File: src/rtl/mem_access_unit.sv
// Memory-stage load/store responder: single-beat request/ready bus with byte lanes.
// Optional bus watchdog enabled by defining MEM_TIMEOUT_EN.
module mem_access_unit #(
   parameter int ADDR_W         = 32,
   parameter int DATA_W         = 32,
   parameter int TIMEOUT_CYCLES = 255
) (
   input  logic              clk,
   input  logic              reset_stages,
   input  logic              Mem_read,
   input  logic              Mem_write,
   input  logic [2:0]        funct3,
   input  logic [ADDR_W-1:0] addr,
   input  logic [DATA_W-1:0] wdata,
   output logic              Stall,
   output logic [DATA_W-1:0] load_data,
   output logic              load_valid,
   output logic              misaligned,
   output logic              access_fault,
   output logic              bus_req,
   output logic              bus_we,
   output logic [ADDR_W-1:0] bus_addr,
   output logic [3:0]        bus_be,
   output logic [DATA_W-1:0] bus_wdata,
   input  logic              bus_ready,
   input  logic [DATA_W-1:0] bus_rdata
);

   // state | meaning
   // IDLE  | no access outstanding
   // REQ   | bus_req high, waiting for bus_ready
   // DONE  | one cycle, Stall low, results presented, pipeline inputs ignored
   typedef enum logic [1:0] {IDLE, REQ, DONE} state_t;

   state_t            state_q;
   logic              bus_req_q, bus_we_q, load_valid_q, misaligned_q, access_fault_q;
   logic [ADDR_W-1:0] bus_addr_q;
   logic [3:0]        bus_be_q;
   logic [DATA_W-1:0] bus_wdata_q, load_data_q;
   logic [2:0]        f3_q;
   logic [1:0]        off_q;

   logic              req, f3_legal, aligned, start;
   logic [3:0]        be_d;
   logic [DATA_W-1:0] wdata_d, rdata_sh, load_ext;

   assign req = Mem_read | Mem_write;

   always_comb begin
      f3_legal = 1'b0;
      aligned  = 1'b1;
      be_d     = 4'hF;
      if (Mem_write)
         f3_legal = funct3 inside {3'b000, 3'b001, 3'b010};
      else
         f3_legal = funct3 inside {3'b000, 3'b001, 3'b010, 3'b100, 3'b101};
      case (funct3[1:0])
         2'b01:   aligned = ~addr[0];
         2'b10:   aligned = (addr[1:0] == 2'b00);
         default: aligned = 1'b1;
      endcase
      // loads always fetch the whole word; lanes matter only for stores
      if (Mem_write) begin
         case (funct3[1:0])
            2'b00:   be_d = 4'b0001 << addr[1:0];
            2'b01:   be_d = 4'b0011 << addr[1:0];
            default: be_d = 4'hF;
         endcase
      end
   end

   assign start   = (state_q == IDLE) && req && f3_legal && aligned;
   assign wdata_d = wdata << {addr[1:0], 3'b000};
   assign Stall   = start || (state_q == REQ);

   assign rdata_sh = bus_rdata >> {off_q, 3'b000};

   always_comb begin
      load_ext = rdata_sh;
      case (f3_q)
         3'b000:  load_ext = {{(DATA_W-8){rdata_sh[7]}}, rdata_sh[7:0]};
         3'b001:  load_ext = {{(DATA_W-16){rdata_sh[15]}}, rdata_sh[15:0]};
         3'b100:  load_ext = {{(DATA_W-8){1'b0}}, rdata_sh[7:0]};
         3'b101:  load_ext = {{(DATA_W-16){1'b0}}, rdata_sh[15:0]};
         default: load_ext = rdata_sh;
      endcase
   end

`ifdef MEM_TIMEOUT_EN
   localparam int WD_W = $clog2(TIMEOUT_CYCLES + 1);
   logic [WD_W-1:0] wd_q;
`endif

   always_ff @(posedge clk) begin
      if (reset_stages) begin
         state_q        <= IDLE;
         bus_req_q      <= 1'b0;
         bus_we_q       <= 1'b0;
         bus_addr_q     <= '0;
         bus_be_q       <= '0;
         bus_wdata_q    <= '0;
         load_data_q    <= '0;
         load_valid_q   <= 1'b0;
         misaligned_q   <= 1'b0;
         access_fault_q <= 1'b0;
         f3_q           <= '0;
         off_q          <= '0;
`ifdef MEM_TIMEOUT_EN
         wd_q           <= '0;
`endif
      end else begin
         load_valid_q   <= 1'b0;
         misaligned_q   <= 1'b0;
         access_fault_q <= 1'b0;
         case (state_q)
            IDLE: begin
               if (req) begin
                  if (!f3_legal)
                     access_fault_q <= 1'b1;
                  else if (!aligned)
                     misaligned_q <= 1'b1;
                  else begin
                     bus_req_q   <= 1'b1;
                     bus_we_q    <= Mem_write;
                     bus_addr_q  <= {addr[ADDR_W-1:2], 2'b00};
                     bus_be_q    <= be_d;
                     bus_wdata_q <= wdata_d;
                     f3_q        <= funct3;
                     off_q       <= addr[1:0];
                     state_q     <= REQ;
`ifdef MEM_TIMEOUT_EN
                     wd_q        <= '0;
`endif
                  end
               end
            end
            REQ: begin
               if (bus_ready) begin
                  bus_req_q <= 1'b0;
                  state_q   <= DONE;
                  if (!bus_we_q) begin
                     load_valid_q <= 1'b1;
                     load_data_q  <= load_ext;
                  end
               end
`ifdef MEM_TIMEOUT_EN
               else if (wd_q == WD_W'(TIMEOUT_CYCLES - 1)) begin
                  bus_req_q      <= 1'b0;
                  state_q        <= DONE;
                  access_fault_q <= 1'b1;
                  load_data_q    <= '0;
               end else begin
                  wd_q <= wd_q + 1'b1;
               end
`endif
            end
            DONE:    state_q <= IDLE;
            default: state_q <= IDLE;
         endcase
      end
   end

   assign bus_req      = bus_req_q;
   assign bus_we       = bus_we_q;
   assign bus_addr     = bus_addr_q;
   assign bus_be       = bus_be_q;
   assign bus_wdata    = bus_wdata_q;
   assign load_data    = load_data_q;
   assign load_valid   = load_valid_q;
   assign misaligned   = misaligned_q;
   assign access_fault = access_fault_q;

endmodule

File: config.mk
export PLATFORM = sky130hd
export DESIGN_NAME = mem_access_unit
export DESIGN_NICKNAME = d
export VERILOG_FILES = /design/src/rtl/mem_access_unit.sv
export SDC_FILE = /design/constraint.sdc
export NUM_CORES = 1
export LEC_CHECK = 0
export ABC_AREA = 1
export CAP_MARGIN = 20
export CORE_MARGIN = 3
export CORE_UTILIZATION = 40
export CTS_BUF_LIST = sky130_fd_sc_hd__clkbuf_16
export DETAILED_ROUTE_END_ITERATION = 8
export PLACE_DENSITY_LB_ADDON = 0.1
export SKIP_CTS_REPAIR_TIMING = 1
export SLEW_MARGIN = 20
export SYNTH_ARGS = -nofsm -noshare
export SYNTH_HDL_FRONTEND = slang
export SYNTH_SLANG_ARGS = --single-unit
File: constraint.sdc
create_clock -name clk -period 2.1 [get_ports clk]
set_clock_uncertainty 0.1 [all_clocks]
set_input_delay 0.525 -clock clk [delete_from_list [all_inputs] [get_ports clk]]
set_output_delay 0.525 -clock clk [all_outputs]
set_load 0.05 [all_outputs]
* After elaboration in Yosys (flattened, before gate mapping) *
Cells that the tools add are included.

word-level totals
  input bits = 104
  logic and storage cells = 75
  flip-flop bits (word level) = 110
  output and inout port bits = 106

cells by class
  bitwise operators = 8
  equality and inequality tests = 14
  shift-type cells = 4
  reduce and logical (&&, ||, !) cells = 19
  multiplexer cells = 18

operators with widths
  cell                                                  number
  one-hot mux 32 bit (4 select lines)                   1
  << shifter 32 x 5 -> 32 bit                           1
  >> shifter 32 x 5 -> 32 bit                           1
  equality test 3 bit (second input constant)           4
  2-to-1 mux 1 bit                                      8
  2-to-1 mux 2 bit                                      4
  inequality test 2 bit (second input constant)         4
  one-hot mux 4 bit (2 select lines)                    1
  AND reduction 4 bit                                   2
  inverter 1 bit                                        7
  equality test 3 x 1 -> 1 bit (second input constant)  2
  logical NOT 2 bit                                     3
  logical NOT 3 bit                                     2
  OR reduction 3 bit                                    2
  AND reduction 5 bit                                   1
  nonzero test 5 bit                                    1
  equality test 2 x 1 -> 1 bit (second input constant)  2
  2-to-1 mux 4 bit                                      1
  one-hot mux 1 bit (2 select lines)                    2
  one-hot mux 2 bit (2 select lines)                    1
  OR reduction 4 bit                                    1
  << shifter 1 x 2 -> 4 bit (first input constant)      1
  << shifter 2 x 2 -> 4 bit (first input constant)      1
  equality test 3 x 2 -> 1 bit (second input constant)  1
  other kinds (7)                                       9

* Longest topological paths before layout *
  word-level depth = 6
  gate-level depth with buffers = 12
  mapped depth without buffers = 11

* Worst setup path after synthesis *
Ideal clock, no wire load.

  kind = input port to output port
  start = input port funct3[1]
  end = output port Stall
  required time = 1.475 ns
  buffers on the path = 2
  arrival = 1.773 ns
  stages = 10
  path slack = -0.298 ns
  cell sequence = inv_1 ha_1 nor2_1 nand2_2 nand2_1 nor2_2 nand2_4 buf_6 buf_6 nand2_1

between the ends
  cells in the longest elaborated chain, start to end = 6
  elaborated cells between the ends (all ways) = 14
  those cells by class = eq/ne (6); mux (2); reduce/logical (6)

ends and longest elaborated chain
  item                                                             line    text
  start, declared                                                  12      input logic [2:0] funct3,
  equality test 3 x 1 -> 1 bit (tied with other cells)             54, 56
  nonzero test 5 bit / nonzero test 3 bit (equally long branches)  56, 54
  2-to-1 mux 1 bit                                                 53      if (Mem_write)
  logical AND 1 bit                                                72      assign start = (state_q == IDLE) && req && f3_legal && aligned;
  logical AND 1 bit *                                              72
  logical OR 1 bit *                                               74      assign Stall = start || (state_q == REQ);
  end, declared                                                    15      output logic Stall,

Mark *: on every way between the ends. The rest lies on a longest branch, timed or not.

* Final worst setup path *
Ends and elaborated chain as after synthesis.

==> summary.md <==
| Metric | Value |
|---|---|
| CP delay by family, top | buffers and inverters |
| Final core occ | between 60 and 70% |
| Core footprint | between 10000 and 15000 um2 |
| Post-route setup TNS | 0 ns |
| Buffers & Inverters on Critical Path | 4 |
| Clk root buf | clkbuf_16 |
| CTS tree | built |
| Initial drt markers | ~370 |
| Routed len/inst | ~14 um |
| Cell Area, Synth | ~5400 um2 |
| Pins Over Slew Limit | 0 |
| Nets | about 1100 |
| Fin crit period | about 2.1 ns |
| I/O Buffers | between 200 and 250 |
| CTS Sinks | 110 |
| PwrDens | ~760 nW/um2 |
| Initial antenna violation count | 0 |
| Worst-Margin Slew | between 0.5 and 0.6 ns |
| Fin crit share | 97.85% |
| Via-per-instance ratio | around 4.8 |
| Antenna diodes | 0 |
| Vias in the first global route | about 5300 |
| Final Hold Vio Count | 0 |
| Top post-synthesis cells by area | dfxtp_1 41%, nand2_1 14%, nor2_1 14%, o21ai_0 8.0%, a21oi_1 4.4% |
| DR vias | 5801 |
| Pin count of the biggest net entering global routing | 53 |
| Row cnt | between 40 and 50 |
| Lkg Pwr | around 4 nW |
| Non-filler instance count after layout | about 1200 |
| Distinct cells, synth | 28 |
| CTS clock-pin slew for the worst setup and hold paths | about 0.07 ns |
| Synth Instances | 830 |
| First-pass GRT wire length | 26410 um |
| Register bit count reported by yosys | 110 |
| WP data required | between 1 and 1.5 ns |
| Maximum VDD drop | between 0.0005 and 0.0006 V |
| HPWL after DPL | 12030 um |
| Die span in y | 122.2 um |
| Crit path DAT | ~1.4 ns |
| Worst Path Class, Setup | in -> out |
| Die area | roughly 15000 um2 |
| Seq/Total Area, Yosys | around two fifths |
| Synth Warn # | 0 |
| Setup Viol. Count Final | 0 |
| Dpl cells | around 1200 |
| Max cap viols | 0 |
| Crit path capture type | primary output |
| Clk_lat worst skew | between 0.3 and 0.4 ns |
| Total Power | ~6 mW |
| CTS Buf Count | 9 |
| Drc violations | 0 |
| Area leader, netlist | dfxtp_1 |
| Antenna viol nets, final | 0 |
| CP peak stage delay | between 0.2 and 0.3 ns |
| I/O Pins | 210 |
| GRT Overall Usage | about 22% |
| Syn Area/Cell | between 6 and 7 um2 |
| Worst relative slew slack | 65.85% |
| First-pass DRT Iterations | 5 |
| Status | complete, no violations |
| Clock tree buffer depth | 2 |
| Htree depth | 3 |
| Slowest CP cell | ha_4 |
| Layout cells sized above 1 | 17.66% |
| Worst setup SP type | input port |
| Fillcell total | ~1300 |
| WL final | roughly 16000 um |
| Synth top area share | around two fifths |
| Global route overflow | 0 |
| Hold Path Class | reg -> reg |
| Final GP Congestion | 0.9209 |
| Achievable Freq | about 490 MHz |
| CP Cell Sequence | buf_8, inv_4, ha_4, inv_2, a21oi_2, nand2_2, nand2_4, nand2_8, buf_12 |
| Initial Util | roughly two fifths |
| DIE WIDTH | between 100 and 150 um |
| Max FO, Critical Path | 3 |
| Layout area overhead | 48.70% |
==> cell usage in the layout, fill, tap and decap left out, types with 9 or more instances in the layout <==
master and count:
a21oi_1 46, buf_4 118, clkbuf_16 9, clkdlybuf4s50_1 95, dfxtp_1 110, dlymetal6s2s_1 23, inv_1 40, nand2_1 197
nand3_1 36, nor2_1 194, o211ai_1 9, o21ai_0 86, o21ai_1 11, or2_2 12
==> state kept, by name, summed over array words and instances (netlist names) <==
signal	cells
bus_req	1
off_q	2
bus_we	1
misaligned	1
state_q	2
load_data	32
load_valid	1
f3_q	3
access_fault	1
bus_wdata	32
bus_be	4
bus_addr	30
==> worst register-to-register path: cells and delay by family, from the launching register on <==
family	cells	cell delay, ns
and+or+nand+nor	7	0.65
buffers and inverters	3	0.50
DFF	1	0.32
==> cell families after synthesis <==
kind of cell             share of synthesized area, %
AND/OR/NAND/NOR                                 33.50
flip-flops                                      40.78
other                                         0.06944
buffers and inverters                           10.01
AO/OA/AOI/OAI                                   14.94
adder cells (fa/ha/maj)                        0.6952
==> layout make-up <==
cell class | count | area (um2) | share of cell area [%]
clock buffer | 9 | 225.2 | 2.805
clock inverter | 7 | 131.4 | 1.636
inverter | 50 | 200.2 | 2.493
multi-input combinational | 613 | 2736 | 34.08
sequential | 110 | 2202 | 27.42
tap | 172 | 215.2 | 2.680
timing repair buffer | 247 | 2320 | 28.89
==> per-layer routing <==
layer / wire length (um) / track usage (%)
met1: 7177 / 28.35
met2: 7594 / 36.36
met3: 1585 / 7.614
met4: 138 / 4.829
met5: 0 / 0
==> per-stage QoR <==
step / instance area, um2 / worst slack [ns] / hold slack (ns)
2_1_floorplan: 5480 / 0.01270 / 0.3543
3_3_place_gp: 7584 / -0.5224 / 0.3469
3_5_place_dp: 7584 / -0.5567 / 0.3591
4_1_cts: 7940 / -0.5575 / 0.3718
5_1_grt: 8030 / -0.0004757 / 0.3824
6_report: 8030 / 0.04514 / 0.3690
==> cells in the mapped netlist <==
cell,number
nand2_1,200
nor2_1,195
dfxtp_1,110
o21ai_0,86
a21oi_1,47
inv_1,44
nand3_1,36
clkbuf_1,22
buf_2,16
or2_2,12
o21ai_1,11
buf_6,9
o211ai_1,9
buf_4,7
inv_2,4
buf_1,3
ha_1,3
nor2_2,3
inv_4,2
nand2_2,2
or2_1,2
buf_12,1
conb_1,1
nand2_4,1
nor2_4,1
nor3_1,1
o211ai_2,1
o22ai_1,1
==> worst paths after layout <==
kind                              from                         end  slack (ns)  cells past startpoint
min reg2reg  bus_wdata[0]$_SDFFE_PP0P_   bus_wdata[0]$_SDFFE_PP0P_        0.37                      2
max reg2reg    state_q[1]$_SDFFE_PP0P_  bus_wdata[27]$_SDFFE_PP0P_        0.43                     10
max                          funct3[1]                       Stall        0.05                      9
min          bus_wdata[0]$_SDFFE_PP0P_   bus_wdata[0]$_SDFFE_PP0P_        0.37                      2
==> where the power goes <==
group | total (mW) | internal [mW] | leakage, nW | switching [mW]
Sequential | 2.31 | 2.23 | 0.897 | 0.0760
Combinational | 1.80 | 0.679 | 2.92 | 1.12
Clock | 2.00 | 1.18 | 0.169 | 0.820
Total | 6.11 | 4.09 | 3.98 | 2.01
Note: power is estimated with default switching activity, not from simulation.
